<file path="src/rtl/spu_pkg.sv">
// Shared definitions for the SPU issue front end.
//   - Architectural widths (instruction word, opcode, register address, register count).
//   - Bit positions of each field inside the 32-bit instruction word.
//   - decoded_instr_t: the split form of an instruction word.
//   - decode_instr(): splits a raw word into decoded_instr_t. Bits [3:0] are reserved
//     and are not decoded.
package spu_pkg;

    localparam int unsigned INSTR_W    = 32;
    localparam int unsigned OPCODE_W   = 6;
    localparam int unsigned REG_ADDR_W = 7;
    localparam int unsigned NUM_REGS   = 128;

    // Field positions (LSB of each field)
    localparam int unsigned OPCODE_LSB = 26;
    localparam int unsigned IMMSEL_BIT = 25;
    localparam int unsigned RD_LSB     = 18;
    localparam int unsigned RA_LSB     = 11;
    localparam int unsigned RB_LSB     = 4;

    typedef struct packed {
        logic                  immeSel;
        logic [OPCODE_W-1:0]   opCode;
        logic [REG_ADDR_W-1:0] ra;
        logic [REG_ADDR_W-1:0] rb;
        logic [REG_ADDR_W-1:0] rd;
    } decoded_instr_t;

    function automatic decoded_instr_t decode_instr(input logic [INSTR_W-1:0] word);
        decoded_instr_t d;
        d.immeSel = word[IMMSEL_BIT];
        d.opCode  = word[OPCODE_LSB +: OPCODE_W];
        d.rd      = word[RD_LSB +: REG_ADDR_W];
        d.ra      = word[RA_LSB +: REG_ADDR_W];
        d.rb      = word[RB_LSB +: REG_ADDR_W];
        return d;
    endfunction

endpackage

</file>
<file path="src/rtl/spu_issue_unit_if.sv">
// Bus bundle between the upstream fetch stage, the issue unit and the
// decode/register-fetch stage.
//   master : upstream/downstream environment (drives instruction words, stall,
//            flush, writeback; observes ready and issued fields)
//   slave  : the issue unit
interface spu_issue_unit_if;
    import spu_pkg::*;

    logic                  instrValid;
    logic [INSTR_W-1:0]    instrIn;
    logic                  instrReady;
    logic                  flush;
    logic                  stallIn;
    logic                  wbValid;
    logic [REG_ADDR_W-1:0] wbRd;
    logic                  issueValid;
    logic                  immeSelOut;
    logic [OPCODE_W-1:0]   opCodeOut;
    logic [REG_ADDR_W-1:0] rdOut;
    logic [REG_ADDR_W-1:0] raOut;
    logic [REG_ADDR_W-1:0] rbOut;

    modport master (
        output instrValid, instrIn, flush, stallIn, wbValid, wbRd,
        input  instrReady, issueValid, immeSelOut, opCodeOut, rdOut, raOut, rbOut
    );

    modport slave (
        input  instrValid, instrIn, flush, stallIn, wbValid, wbRd,
        output instrReady, issueValid, immeSelOut, opCodeOut, rdOut, raOut, rbOut
    );

endinterface

</file>
<file path="src/rtl/issue_fifo.sv">
// Instruction FIFO for the issue unit.
//   clk, rstN : clock, asynchronous active-low reset
//   push/din  : write din at the tail (ignored when full)
//   pop       : drop the head (ignored when empty)
//   flush     : empty the FIFO on the next edge; overrides push and pop
//   full/empty: occupancy flags, combinational from the count
//   dout      : current head entry (meaningless while empty)
// DEPTH must be a power of two (>= 2) so the pointers wrap naturally.
module issue_fifo #(
    parameter int unsigned DEPTH  = 4,
    parameter int unsigned DATA_W = 32
) (
    input  logic              clk,
    input  logic              rstN,
    input  logic              push,
    input  logic              pop,
    input  logic              flush,
    input  logic [DATA_W-1:0] din,
    output logic              full,
    output logic              empty,
    output logic [DATA_W-1:0] dout
);

    localparam int unsigned PTR_W = $clog2(DEPTH);
    localparam int unsigned CNT_W = $clog2(DEPTH) + 1;

    logic [DATA_W-1:0] mem [DEPTH];
    logic [PTR_W-1:0]  rd_ptr;
    logic [PTR_W-1:0]  wr_ptr;
    logic [CNT_W-1:0]  count;
    logic              do_push;
    logic              do_pop;

    assign full    = (count == CNT_W'(DEPTH));
    assign empty   = (count == '0);
    assign do_push = push && !full;
    assign do_pop  = pop && !empty;
    assign dout    = mem[rd_ptr];

    always_ff @(posedge clk or negedge rstN) begin
        if (!rstN) begin
            rd_ptr <= '0;
            wr_ptr <= '0;
            count  <= '0;
        end else if (flush) begin
            rd_ptr <= '0;
            wr_ptr <= '0;
            count  <= '0;
        end else begin
            if (do_push) wr_ptr <= wr_ptr + PTR_W'(1);
            if (do_pop)  rd_ptr <= rd_ptr + PTR_W'(1);
            case ({do_push, do_pop})
                2'b10:   count <= count + CNT_W'(1);
                2'b01:   count <= count - CNT_W'(1);
                default: count <= count;
            endcase
        end
    end

    // Storage needs no reset: entries are only read after being written.
    always_ff @(posedge clk) begin
        if (do_push && !flush) mem[wr_ptr] <= din;
    end

endmodule

</file>
<file path="src/rtl/spu_issue_unit.sv">
// SPU decode/issue front end.
//   clk, rstN : clock, asynchronous active-low reset
//   bus       : spu_issue_unit_if.slave
//     instrValid/instrIn/instrReady : instruction word handshake into the FIFO
//     flush, stallIn                : discard queue / hold issue
//     wbValid, wbRd                 : writeback clearing a scoreboard bit
//     issueValid + field outputs    : registered decode/register-fetch stage
// Parameter DEPTH: FIFO entries (power of two, >= 2).
// Build option: define SPU_ISSUE_SCOREBOARD_EN to enable the 128-entry busy
// scoreboard that holds issue on ra/rb/rd hazards; without it hazard is 0 and
// the writeback inputs are ignored.
module spu_issue_unit
    import spu_pkg::*;
#(
    parameter int unsigned DEPTH = 4
) (
    input  logic              clk,
    input  logic              rstN,
    spu_issue_unit_if.slave   bus
);

    logic               push;
    logic               pop;
    logic               full;
    logic               empty;
    logic [INSTR_W-1:0] head;
    decoded_instr_t     head_d;
    logic               hazard;
    logic               issue;
    logic               issue_valid_q;
    decoded_instr_t     fields_q;

    assign push = bus.instrValid && !full && !bus.flush;

    issue_fifo #(
        .DEPTH  (DEPTH),
        .DATA_W (INSTR_W)
    ) u_fifo (
        .clk   (clk),
        .rstN  (rstN),
        .push  (push),
        .pop   (pop),
        .flush (bus.flush),
        .din   (bus.instrIn),
        .full  (full),
        .empty (empty),
        .dout  (head)
    );

    assign head_d = decode_instr(head);

`ifdef SPU_ISSUE_SCOREBOARD_EN
    logic [NUM_REGS-1:0] busy;

    // rb is not a source in the immediate form, so it only counts when immeSel = 0.
    assign hazard = busy[head_d.ra]
                  | (!head_d.immeSel & busy[head_d.rb])
                  | busy[head_d.rd];

    // The issue set is written after the writeback clear so it wins on a
    // same-register collision. Flush leaves the vector alone: in-flight
    // instructions still write back.
    always_ff @(posedge clk or negedge rstN) begin
        if (!rstN) begin
            busy <= '0;
        end else begin
            if (bus.wbValid) busy[bus.wbRd] <= 1'b0;
            if (issue)       busy[head_d.rd] <= 1'b1;
        end
    end
`else
    logic unused_wb;

    assign hazard    = 1'b0;
    assign unused_wb = ^{bus.wbValid, bus.wbRd};
`endif

    assign issue = !empty && !bus.stallIn && !bus.flush && !hazard;
    assign pop   = issue;

    always_ff @(posedge clk or negedge rstN) begin
        if (!rstN) begin
            issue_valid_q <= 1'b0;
            fields_q      <= '0;
        end else begin
            issue_valid_q <= issue;
            if (issue) fields_q <= head_d;
        end
    end

    assign bus.instrReady = !full;
    assign bus.issueValid = issue_valid_q;
    assign bus.immeSelOut = fields_q.immeSel;
    assign bus.opCodeOut  = fields_q.opCode;
    assign bus.rdOut      = fields_q.rd;
    assign bus.raOut      = fields_q.ra;
    assign bus.rbOut      = fields_q.rb;

endmodule

</file>
<file path="src/flat_wrapper.sv">
// flat-port wrapper written by rule: the top's interface ports become plain ports
module spu_issue_unit_flat import spu_pkg::*;
#(
    parameter int unsigned DEPTH = 4
)
  (clk, rstN, bus_instrValid, bus_instrIn, bus_flush, bus_stallIn, bus_wbValid, bus_wbRd, bus_instrReady, bus_issueValid, bus_immeSelOut, bus_opCodeOut, bus_rdOut, bus_raOut, bus_rbOut);
  spu_issue_unit_if bus_i ();
  input  logic clk;
  input  logic rstN;
  input wire logic [$bits(bus_i.instrValid)-1:0] bus_instrValid;
  input wire logic [$bits(bus_i.instrIn)-1:0] bus_instrIn;
  input wire logic [$bits(bus_i.flush)-1:0] bus_flush;
  input wire logic [$bits(bus_i.stallIn)-1:0] bus_stallIn;
  input wire logic [$bits(bus_i.wbValid)-1:0] bus_wbValid;
  input wire logic [$bits(bus_i.wbRd)-1:0] bus_wbRd;
  output wire logic [$bits(bus_i.instrReady)-1:0] bus_instrReady;
  output wire logic [$bits(bus_i.issueValid)-1:0] bus_issueValid;
  output wire logic [$bits(bus_i.immeSelOut)-1:0] bus_immeSelOut;
  output wire logic [$bits(bus_i.opCodeOut)-1:0] bus_opCodeOut;
  output wire logic [$bits(bus_i.rdOut)-1:0] bus_rdOut;
  output wire logic [$bits(bus_i.raOut)-1:0] bus_raOut;
  output wire logic [$bits(bus_i.rbOut)-1:0] bus_rbOut;
  assign bus_i.instrValid = bus_instrValid;
  assign bus_i.instrIn = bus_instrIn;
  assign bus_i.flush = bus_flush;
  assign bus_i.stallIn = bus_stallIn;
  assign bus_i.wbValid = bus_wbValid;
  assign bus_i.wbRd = bus_wbRd;
  assign bus_instrReady = bus_i.instrReady;
  assign bus_issueValid = bus_i.issueValid;
  assign bus_immeSelOut = bus_i.immeSelOut;
  assign bus_opCodeOut = bus_i.opCodeOut;
  assign bus_rdOut = bus_i.rdOut;
  assign bus_raOut = bus_i.raOut;
  assign bus_rbOut = bus_i.rbOut;
  spu_issue_unit #(.DEPTH(DEPTH)) u_core (.clk(clk), .rstN(rstN), .bus(bus_i));
endmodule
</file>
<file path="config.mk">
export PLATFORM = sky130hd
export DESIGN_NAME = spu_issue_unit_flat
export DESIGN_NICKNAME = d
export VERILOG_FILES = /design/src/rtl/spu_pkg.sv /design/src/rtl/spu_issue_unit_if.sv /design/src/rtl/issue_fifo.sv /design/src/rtl/spu_issue_unit.sv /design/src/flat_wrapper.sv
export SDC_FILE = /design/constraint.sdc
export NUM_CORES = 1
export LEC_CHECK = 0
export CORE_ASPECT_RATIO = 1.1
export CORE_MARGIN = 4
export CORE_UTILIZATION = 40
export DETAILED_ROUTE_END_ITERATION = 7
export GPL_TIMING_DRIVEN = 0
export PLACE_DENSITY_LB_ADDON = 0.2
export REMOVE_ABC_BUFFERS = 1
export SETUP_SLACK_MARGIN = 0.5
export SYNTH_ARGS = -nofsm -noshare
export SYNTH_HDL_FRONTEND = slang
export SYNTH_HIERARCHICAL = 1
export SYNTH_SLANG_ARGS = --single-unit
export TNS_END_PERCENT = 100
</file>
<file path="constraint.sdc">
create_clock -name clk -period 3.1 [get_ports clk]
set_input_delay 0.62 -clock clk [delete_from_list [all_inputs] [get_ports clk]]
set_output_delay 0.62 -clock clk [all_outputs]
set_load 0.03 [all_outputs]
</file>
==> key figures, run 1 <==
Synthesis
  – Mapped Cells: 275
  – Mapped Area: approximately 5700 sq um
  – Post-Syn Area per Cell: 20.67 sq um
  – Yosys warns: 6

Clocking
  – Clk buf depth: 2
  – Clk_lat worst skew: ~0.4 ns
  – # hold bufs at CTS: 0
  – Clock transition at the registers of the reported paths: 0.06 ns
  – CTS Buf Count: 17
  – Clock tree from TritonCTS: built
  – # clock sinks: between 100 and 150
  – Root buffer cell: clkbuf_16
  – H-tree levels: 4

Die
  – Die area: roughly 16,000 sq um
  – Initial core utilization: roughly 40%
  – Site Rows: 45
  – Die W: 121.7 um
  – Die H: 133.0 um
  – Core Footprint: 13,850 sq um
  – I/O pins: 75

Place
  – Placed Area: 6531 sq um
  – Final HPWL DP: approximately 6000 um
  – PortBufs: 62
  – Routability cong.: 0.6661
  – Worst slack at placement: -0.7738 ns

Global routing
  – Largest net degree at the start of global routing: 30
  – Initial antenna violation count: 0
  – Grt ovf: 0
  – First-pass GRT wire length: roughly 17,000 um
  – Gr usage total: 14.69%
  – Vias in the first global route: 3,056

Job
  – Max-Cap Viols: 0

Final layout
  – Post-route cell area: 7142 sq um
  – Area delta synth->final: 25.62%
  – Area of the multi-input gates: 1381 sq um
  – Layout cells sized above 1: 25.55%
  – Sequential cell area: 4268 sq um
  – Fill count: roughly 1.2k
  – Nets: 402

Route
  – Top Metal Used: met4
  – DRC viols: 0
  – Vias/cell: 5.116
  – DRT iter0 DRCs: 146
  – Routed WL per cell: around 20 um
  – DR WL met2: 5389 um
  – Met1 Routed Length: 4651 um
  – Drt first pass iters: 4
  – Antenna Nets Post-Route: 0
  – Detailed Route WL: 10,900 um
  – Via count: 2,829
  – Met3 WL: 669 um

Worst setup path
  – Largest fanout on the critical path: 16
  – Arrival @ worst endpoint: approximately 2.8 ns
  – WS Path Type: reg2reg
  – CP endpoint kind: register
  – Worst setup SP type: register
  – WP data required: about 3.4 ns

STA
  – Unrepaired setup endpoints after global routing: true
  – Crit path time final: 2.513 ns
  – Clock skew: 0.007595 ns
  – Slew @ Worst Pin: 0.7890 ns
  – Fin. Hold Viols: 0
  – Final setup margin: about 0.59 ns
  – Number of max-slew violations in the final report: 0
  – Finish-stage setup viols: 0
  – Relative slew margins: 47.40%
  – Hold_ws: 0.1473 ns
  – Setup_tns: 0 ns
  – Post-route clock period utilization: 81.08%
  – Maximum clock rate: between 300 and 400 MHz

Run status
  – Outcome: finished, final reports clean

Power
  – Pleak: 2.428 nW
  – Power Density: about 680 nW/um^2
  – Power, Total: about 4.8 mW
  – Peak supply drop: about 0.00048 V

Hold path
  – Worst min path class: in2async
layout by cell type (no fill, tap or decap), types with 2 or more instances in the layout:
cell type / n
buf_16: 2
clkbuf_16: 17
nand2_1: 5
clkdlybuf4s50_1: 59
nor2_1: 5
mux2_2: 19
ha_1: 4
buf_12: 2
xor2_1: 2
clkinv_2: 2
nor3_4: 2
nand2b_1: 3
a211oi_1: 2
o21ai_0: 3
mux4_2: 28
o21ai_1: 2
clkinv_1: 5
dfrtp_2: 3
and2_4: 8
nor3b_4: 2
dfrtp_1: 33
a21oi_1: 3
mux2_1: 9
buf_4: 4
clkbuf_1: 5
edfxtp_1: 112
inv_1: 5
worst max-delay path, stage by stage, from the launching register on:
cell and delay (ns):
dfrtp_1 0.54, nor3_4 0.31, nor3_4 0.09, buf_16 0.19, o21ai_1 0.12, a21oi_1 0.08, fa_1 0.50, inv_1 0.05
a311oi_1 0.19, a21oi_1 0.10, a211oi_1 0.23
flip-flops by register name, summed over array words and instances (netlist names):
signal                 count
u_core/bus.rbOut           7
u_core/bus.issueValid      1
u_core/bus.opCodeOut       6
u_core/u_fifo/mem        112
u_core/bus.raOut           7
u_core/bus.rdOut           7
u_core/bus.immeSelOut      1
u_core/u_fifo/wr_ptr       2
u_core/u_fifo/rd_ptr       2
u_core/u_fifo/count        3
what timing repair did:
item                                    4_1_cts  5_1_grt
endpoints found under the setup margin      117        2
gates resized for setup                      16        3
pin swaps                                     6        0
gates cloned                                  4        0
buffers inserted                              4        0
metrics by stage:
stage	utilization (%)	instances
global placement	46.40	509
finish	51.56	553
floorplan	-	259
CTS	51.45	552
global route	51.54	552
detailed placement	47.15	513
power by group:
part | switching (mW) | internal, mW
sequential | 0.0753 | 2.28
clock | 0.700 | 1.02
combinational | 0.400 | 0.357
final timing paths:
path                                         from                      end  slack, ns  cells after the start
setup / recovery           u_core/u_fifo/count[0]   u_core/u_fifo/count[1]       0.59                     10
hold / removal                               rstN      u_core/bus.rdOut[3]       0.15                      1
setup reg to reg           u_core/u_fifo/count[0]   u_core/u_fifo/count[1]       0.59                     10
hold reg to reg               u_core/bus.rbOut[0]      u_core/bus.rbOut[0]       0.48                      1
max in group asynchronous                    rstN  u_core/u_fifo/rd_ptr[0]       2.46                      2
min in group clk              u_core/bus.rbOut[0]      u_core/bus.rbOut[0]       0.48                      1
layer usage:
layer  up-vias  track usage (%)
met1      1470            19.26
li1       1254                -
met5         -                0
met4         0            5.915
met2        91            22.76
met3        14            4.703
final cells by class:
cell class | count | share of cell area, %
multi-input combinational | 110 | 19.34
clock inverter | 8 | 0.5081
inverter | 5 | 0.2628
tap | 188 | 3.294
clock buffer | 23 | 6.412
sequential | 148 | 59.76
antenna | 1 | 0.03504
timing repair buffer | 70 | 10.39
Power figures use the tool's default switching activity.
==> run 2, diff against run 1 <==
==> constraint.sdc (replaced) <==
create_clock -name clk -period 2.1 [get_ports clk]
set_input_delay 0.42 -clock clk [delete_from_list [all_inputs] [get_ports clk]]
set_output_delay 0.42 -clock clk [all_outputs]
set_load 0.03 [all_outputs]
==> key figures, run 2 (synthesis gave the netlist of run 1 again) <==
Run status
  – Outcome: finished, violations left (was finished, final reports clean)
  – Failing checks: negative setup slack

Global routing
  – Vias in the first global route: 3,381 (was 3,056)
  – Initial antenna violation count: 0 (unchanged)
  – Gr usage total: 16.33% (was 14.69%)
  – Largest net degree at the start of global routing: 30 (unchanged)
  – First-pass GRT wire length: 19,150 um (was 17,310 um)
  – Grt ovf: 0 (unchanged)

Route
  – Drt first pass iters: 4 (unchanged)
  – Antenna Nets Post-Route: 0 (unchanged)
  – Vias/cell: 5.109 (was 5.116)
  – Routed WL per cell: 20.50 um (was 19.72 um)
  – Detailed Route WL: 12,420 um (was 10,900 um)
  – Via count: 3,096 (was 2,829)
  – DRT iter0 DRCs: 166 (was 146)
  – DRC viols: 0 (unchanged)

Final layout
  – Area delta synth->final: 38.03% (was 25.62%)
  – Commonest cells after routing, fill and taps aside: edfxtp_1 (112), dfrtp_1 (31), clkdlybuf4s50_1 (30), mux4_2 (28), buf_4 (26) (was edfxtp_1 (112), clkdlybuf4s50_1 (59), dfrtp_1 (33), mux4_2 (28), mux2_2 (19))
  – Nets: 455 (was 402)
  – Fill count: 1,103 (was 1,197)
  – Max reg flops: 112 (unchanged)
  – Reg with most FFs: u_core/u_fifo/mem (unchanged)
  – Post-route cell area: 7848 sq um (was 7142 sq um)
  – Layout cells sized above 1: 40.29% (was 25.55%)
  – Commonest non-fill, non-tap cell in the layout: edfxtp_1 (unchanged)

Hold path
  – Hold Path Origin: u_core/bus.rbOut[0]
  – Worst min path class: reg2reg (was in2async)
  – Hold depth: 1
  – Hold Path End: u_core/bus.rbOut[0]

Die
  – I/O pins: 75 (unchanged)
  – Initial core utilization: 41.05% (unchanged)
  – Die H: 133.0 um (unchanged)
  – Core Footprint: 13,850 sq um (unchanged)
  – Die W: 121.7 um (unchanged)
  – Site Rows: 45 (unchanged)
  – Die area: 16,190 sq um (unchanged)

Worst setup path
  – Largest fanout on the critical path: 3 (was 16)
  – Reg2reg end: u_core/u_fifo/count[1] (unchanged)
  – CP endpoint kind: register (unchanged)
  – R2R depth: 10 (unchanged)
  – Arrival @ worst endpoint: 2.52 ns (was 2.82 ns)
  – Worst reg-to-reg setup slack: -0.10 ns (was 0.59 ns)
  – Worst setup SP type: register (unchanged)
  – FF-to-FF Start: u_core/u_fifo/count[0] (unchanged)
  – WS Path Type: reg2reg (unchanged)
  – WP data required: 2.42 ns (was 3.41 ns)

Power
  – Clock power frac: 35.8% (was 35.6%)
  – Power Density: 908.7 nW/um^2 (was 677.0 nW/um^2)
  – Reg power frac: 48.7% (was 48.8%)
  – Pleak: 2.804 nW (was 2.428 nW)
  – Net Sw Frac: 24.99% (was 24.30%)
  – Peak supply drop: 0.0006391 V (was 0.0004838 V)
  – Net switching power figure: 1.782 mW (was 1.175 mW)
  – Comb pwr share: 15.5% (was 15.7%)
  – Internal: 5.350 mW (was 3.660 mW)

STA
  – Unrepaired setup endpoints after global routing: true (unchanged)
  – Fin. Hold Viols: 0 (unchanged)
  – Post-route clock period utilization: 104.9% (was 81.08%)
  – Hold_ws: 0.4725 ns (was 0.1473 ns)
  – Slew @ Worst Pin: 0.6344 ns (was 0.7890 ns)
  – Final setup margin: -0.1019 ns (was 0.5866 ns)
  – Finish-stage setup viols: 72 (was 0)
  – Maximum clock rate: 454.1 MHz (was 397.9 MHz)
  – Crit path time final: 2.202 ns (was 2.513 ns)
  – Relative slew margins: 57.71% (was 47.40%)
  – Number of max-slew violations in the final report: 0 (unchanged)
  – Clock skew: 0.008306 ns (was 0.007595 ns)

Place
  – Placed Area: 6531 sq um (unchanged)
  – PortBufs: 62 (unchanged)
  – Final HPWL DP: 6033 um (unchanged)
  – Routability cong.: 0.6661 (unchanged)

Clocking
  – Clk buf depth: 2 (unchanged)
  – # clock sinks: 148 (unchanged)
  – H-tree levels: 4 (unchanged)
  – Clk_lat worst skew: 0.41 ns (about the same)
  – Root buffer cell: clkbuf_16 (unchanged)
  – Clock tree from TritonCTS: built (unchanged)
  – Clock transition at the registers of the reported paths: 0.06 ns (about the same)
  – CTS Buf Count: 17 (unchanged)

Job
  – Max-Cap Viols: 0 (unchanged)
run 2: cell types whose count changed in the layout (fill, tap and decap cells not counted), moves of 6 or more:
cell,previous run,this run
clkdlybuf4s50_1,59,30
buf_4,4,26
buf_12,2,17
clkdlybuf4s15_1,0,13
buf_6,0,11
clkbuf_2,0,8
dlygate4sd2_1,1,7
run 2: worst max path at each step:
stage | start | endpoint | slack [ns] | depth (start not counted)
CTS | u_core/u_fifo/count[2] | u_core/u_fifo/count[1] | -0.03 | 10
finish | u_core/u_fifo/count[0] | u_core/u_fifo/count[1] | -0.10 | 10
global route | u_core/u_fifo/count[0] | u_core/u_fifo/count[1] | -0.19 | 10
detailed placement | bus_flush | u_core/u_fifo/mem[0][8] | -1.57 | 4
floorplan | u_core/u_fifo/count[0] | u_core/u_fifo/count[1] | -1.36 | 9
global placement | bus_flush | u_core/u_fifo/count[1] | -3.29 | 9
run 2: area by class of cell:
| type | count | area [sq um] | share of cell area [%] |
|---|---|---|---|
| clock inverter | 8 | 36.28 | 0.4624 |
| timing repair buffer | 121 | 1364 | 17.38 |
| antenna | 1 | 2.502 | 0.03189 |
| tap | 188 | 235.2 | 2.997 |
| multi-input combinational | 112 | 1458 | 18.57 |
| clock buffer | 23 | 457.9 | 5.835 |
| sequential | 148 | 4275 | 54.48 |
| inverter | 5 | 18.77 | 0.2392 |
run 2: what timing repair did:
item	4_1_cts	5_1_grt
pin swaps	10	2
setup endpoints to repair	178	168
endpoints found under the hold margin	13	0
resized for setup	91	26
setup buffers	48	3
gates cloned	8	1
hold buffers	1	0
run 2: critical path, cell delays in order (launching register included):
cell and delay [ns]:
dfrtp_2 0.44, nor3_4 0.25, nor3_4 0.09, buf_16 0.16, o21ai_4 0.06, a21oi_2 0.05, fa_1 0.49, inv_1 0.06
a311oi_2 0.24, a21oi_2 0.10, a211oi_2 0.16
run 2: power by group through the flow:
stage | Sequential [mW] | Clock, mW | Combinational, mW
finish | 3.47 | 2.56 | 1.10
global route | 3.50 | 2.74 | 1.17
CTS | 3.48 | 2.61 | 1.10
detailed placement | 3.54 | 0 | 1.11
global placement | 3.54 | 0 | 1.08
floorplan | 3.88 | 0 | 0.221
run 2: per-layer routing:
| metal | global-route usage [%] | share of wire [%] | vias to the layer above | wire, um |
|---|---|---|---|---|
| li1 | - | - | 1358 | - |
| met4 | 7.410 | 2.9 | 0 | 356 |
| met5 | 0 | 0 | - | 0 |
| met3 | 5.216 | 5.6 | 26 | 691 |
| met1 | 21.04 | 43 | 1607 | 5308 |
| met2 | 25.31 | 49 | 105 | 6065 |
run 2: per-stage QoR:
step | total power [mW] | setup slack, ns | std cells | util, % | TNS [ns]
floorplan | 4.100 | -1.360 | 259 | - | -100.23
global placement | 4.619 | -3.293 | 509 | 46.40 | -328.18
detailed placement | 4.652 | -1.574 | 513 | 47.15 | -188.82
CTS | 7.186 | -0.02851 | 601 | 56.21 | -0.02851
global route | 7.413 | -0.1942 | 605 | 56.64 | -5.633
finish | 7.131 | -0.1019 | 606 | 56.66 | -2.099
==> run 3, diff against run 2 <==
--- a/config.mk
+++ b/config.mk
@@ -7,12 +7,13 @@
 export LEC_CHECK = 0
 export CORE_ASPECT_RATIO = 1.1
 export CORE_MARGIN = 4
-export CORE_UTILIZATION = 40
+export CORE_UTILIZATION = 50
 export DETAILED_ROUTE_END_ITERATION = 7
 export GPL_TIMING_DRIVEN = 0
 export PLACE_DENSITY_LB_ADDON = 0.2
 export REMOVE_ABC_BUFFERS = 1
 export SETUP_SLACK_MARGIN = 0.5
+export SLEW_MARGIN = 30
 export SYNTH_ARGS = -nofsm -noshare
 export SYNTH_HDL_FRONTEND = slang
 export SYNTH_HIERARCHICAL = 1
==> key figures, run 3 (synthesis gave the netlist of run 1 again) <==
Power
  – Pleak: 2.755 nW (was 2.804 nW)
  – Power Density: 1013 nW/um^2 (was 908.7 nW/um^2)
  – Peak supply drop: 0.0005983 V (was 0.0006391 V)

STA
  – Maximum clock rate: 459.7 MHz (was 454.1 MHz)
  – Final setup margin: -0.07522 ns (was -0.1019 ns)
  – Unrepaired setup endpoints after global routing: true (unchanged)
  – Crit path time final: 2.175 ns (was 2.202 ns)
  – Relative slew margins: 70.34% (was 57.71%)
  – Post-route clock period utilization: 103.6% (was 104.9%)
  – Clock skew: 0.01073 ns (was 0.008306 ns)
  – Slew @ Worst Pin: 0.4450 ns (was 0.6344 ns)
  – Finish-stage setup viols: 4 (was 72)
  – Fin. Hold Viols: 0 (unchanged)
  – Setup_tns: -0.08858 ns (was -2.099 ns)
  – Number of max-slew violations in the final report: 0 (unchanged)

Final layout
  – Commonest cells after routing, fill and taps aside: edfxtp_1 (112), dfrtp_1 (31), clkdlybuf4s50_1 (30), mux4_2 (28), mux2_4 (24) (was edfxtp_1 (112), dfrtp_1 (31), clkdlybuf4s50_1 (30), mux4_2 (28), buf_4 (26))
  – # diodes: 0 (was 1)
  – Fin util: 69.33% (was 56.66%)
  – Layout cells sized above 1: 41.43% (was 40.29%)
  – Max reg flops: 112 (unchanged)
  – Reg with most FFs: u_core/u_fifo/mem (unchanged)
  – Nets: 429 (was 455)
  – Area of the multi-input gates: 1498 sq um (was 1458 sq um)
  – Area delta synth->final: 34.26% (was 38.03%)
  – Commonest non-fill, non-tap cell in the layout: edfxtp_1 (unchanged)
  – Fill count: 716 (was 1,103)
  – Sequential cell area: 4275 sq um (unchanged)

Route
  – Vias/cell: 5.398 (was 5.109)
  – Antenna Nets Post-Route: 0 (unchanged)
  – Detailed Route WL: 11,230 um (was 12,420 um)
  – DRT iter0 DRCs: 145 (was 166)
  – Routed WL per cell: 20.88 um (was 20.50 um)
  – Via count: 2,904 (was 3,096)
  – DRC viols: 0 (unchanged)
  – Drt first pass iters: 4 (unchanged)

Worst setup path
  – Cells along the critical path: buf_4, buf_4, o21ai_4, a21oi_2, fa_1, inv_1, a311oi_2, a21oi_1, a211oi_1 (was nor3_4, nor3_4, buf_16, o21ai_4, a21oi_2, fa_1, inv_1, a311oi_2, a21oi_2, a211oi_2)
  – Arrival @ worst endpoint: 2.49 ns (was 2.52 ns)
  – Most used cell, CP: buf_4
  – Max stage delay on crit path: 0.49 ns (about the same)
  – Critical path's slowest cell: fa_1 (unchanged)
  – WP data required: 2.41 ns (was 2.42 ns)
  – Worst setup SP type: register (unchanged)
  – CP endpoint kind: register (unchanged)
  – WS Path Type: reg2reg (unchanged)
  – Largest fanout on the critical path: 6 (was 3)

Clocking
  – Clk buf depth: 2 (unchanged)
  – CTS Buf Count: 17 (unchanged)
  – # clock sinks: 148 (unchanged)
  – Root buffer cell: clkbuf_16 (unchanged)
  – H-tree levels: 4 (unchanged)
  – Clock transition at the registers of the reported paths: 0.06 ns (about the same)
  – Clock tree from TritonCTS: built (unchanged)
  – Clk_lat worst skew: 0.41 ns (about the same)

Job
  – Max-Cap Viols: 0 (unchanged)

Global routing
  – Largest net degree at the start of global routing: 23 (was 30)
  – Vias in the first global route: 3,057 (was 3,381)
  – First-pass GRT wire length: 16,650 um (was 19,150 um)
  – Gr usage total: 17.65% (was 16.33%)
  – Grt ovf: 0 (unchanged)
  – Initial antenna violation count: 0 (unchanged)

Hold path
  – Worst min path class: in2reg (was reg2reg)

Die
  – Site Rows: 40 (was 45)
  – Die area: 13,140 sq um (was 16,190 sq um)
  – Core Footprint: 11,010 sq um (was 13,850 sq um)
  – Die H: 119.8 um (was 133.0 um)
  – Initial core utilization: 51.64% (was 41.05%)
  – Die W: 109.7 um (was 121.7 um)
  – I/O pins: 75 (unchanged)

Place
  – Final HPWL DP: 6033 um (about the same)
  – Routability cong.: 0.6872 (was 0.6661)
  – PortBufs: 62 (unchanged)

Run status
  – Failing checks: negative setup slack (unchanged)
  – Outcome: finished, violations left (unchanged)
run 3: metrics by stage:
| stage | instance area [sq um] | setup WS, ns | hold slack [ns] | cells | total power, mW |
|---|---|---|---|---|---|
| global route | 7634 | -0.1734 | 0.3997 | 538 | 8.023 |
| detailed placement | 6553 | -1.412 | 0.3860 | 477 | 4.651 |
| finish | 7634 | -0.07522 | 0.3959 | 538 | 7.734 |
| floorplan | 5572 | -1.360 | 0.1244 | 259 | 4.100 |
| CTS | 7420 | -0.02025 | 0.4869 | 528 | 7.661 |
| global placement | 6376 | -3.004 | 0.4683 | 468 | 4.618 |
run 3: worst max-delay path, delay by kind of cell (launching register included):
kind | cells | cell delay (ns)
adder cells (fa/ha/maj) | 1 | 0.49
buffers and inverters | 3 | 0.40
flip-flops | 1 | 0.46
AO/OA/AOI/OAI | 5 | 0.71
run 3: routing by layer:
metal  global-route usage [%]  share of wire, %  up-vias
li1                         -                 -     1292
met1                    22.58                42     1500
met2                    28.70                51       95
met3                    5.325               5.6       17
met4                    6.002               1.7        0
met5                        0                 0        -
run 3: worst paths after layout:
check                                        startpoint                      end  slack, ns  cells after the start
worst max-delay path             u_core/u_fifo/count[2]   u_core/u_fifo/count[1]      -0.08                      9
worst min-delay path                          bus_flush   u_core/u_fifo/count[2]       0.40                      2
worst max register to register   u_core/u_fifo/count[2]   u_core/u_fifo/count[1]      -0.08                      9
worst min register to register  u_core/bus.opCodeOut[5]  u_core/bus.opCodeOut[5]       0.50                      1
max in group asynchronous                          rstN  u_core/u_fifo/rd_ptr[0]       1.11                      3
min in group asynchronous                          rstN      u_core/bus.rbOut[0]       0.49                      2
run 3: cell type report:
cell class / count / area share, %
inverter: 5 / 0.2459
multi-input combinational: 106 / 19.62
tap: 147 / 2.409
clock inverter: 10 / 2.049
sequential: 148 / 56.01
timing repair buffer: 101 / 13.77
clock buffer: 21 / 5.901
run 3: report_power, final:
part | switching, mW | leakage, nW | internal, mW
Combinational | 0.621 | 1.02 | 0.536
Sequential | 0.128 | 1.45 | 3.37
Clock | 1.08 | 0.288 | 2.00
run 3: repair_timing:
| item | CTS | global route |
|---|---|---|
| hold buffers | 1 | 0 |
| cloned | 0 | 2 |
| hold endpoints to repair | 14 | 0 |
| buffers inserted | 19 | 8 |
| gates resized for setup | 81 | 61 |
| endpoints found under the setup margin | 177 | 161 |
| pin swaps | 7 | 4 |
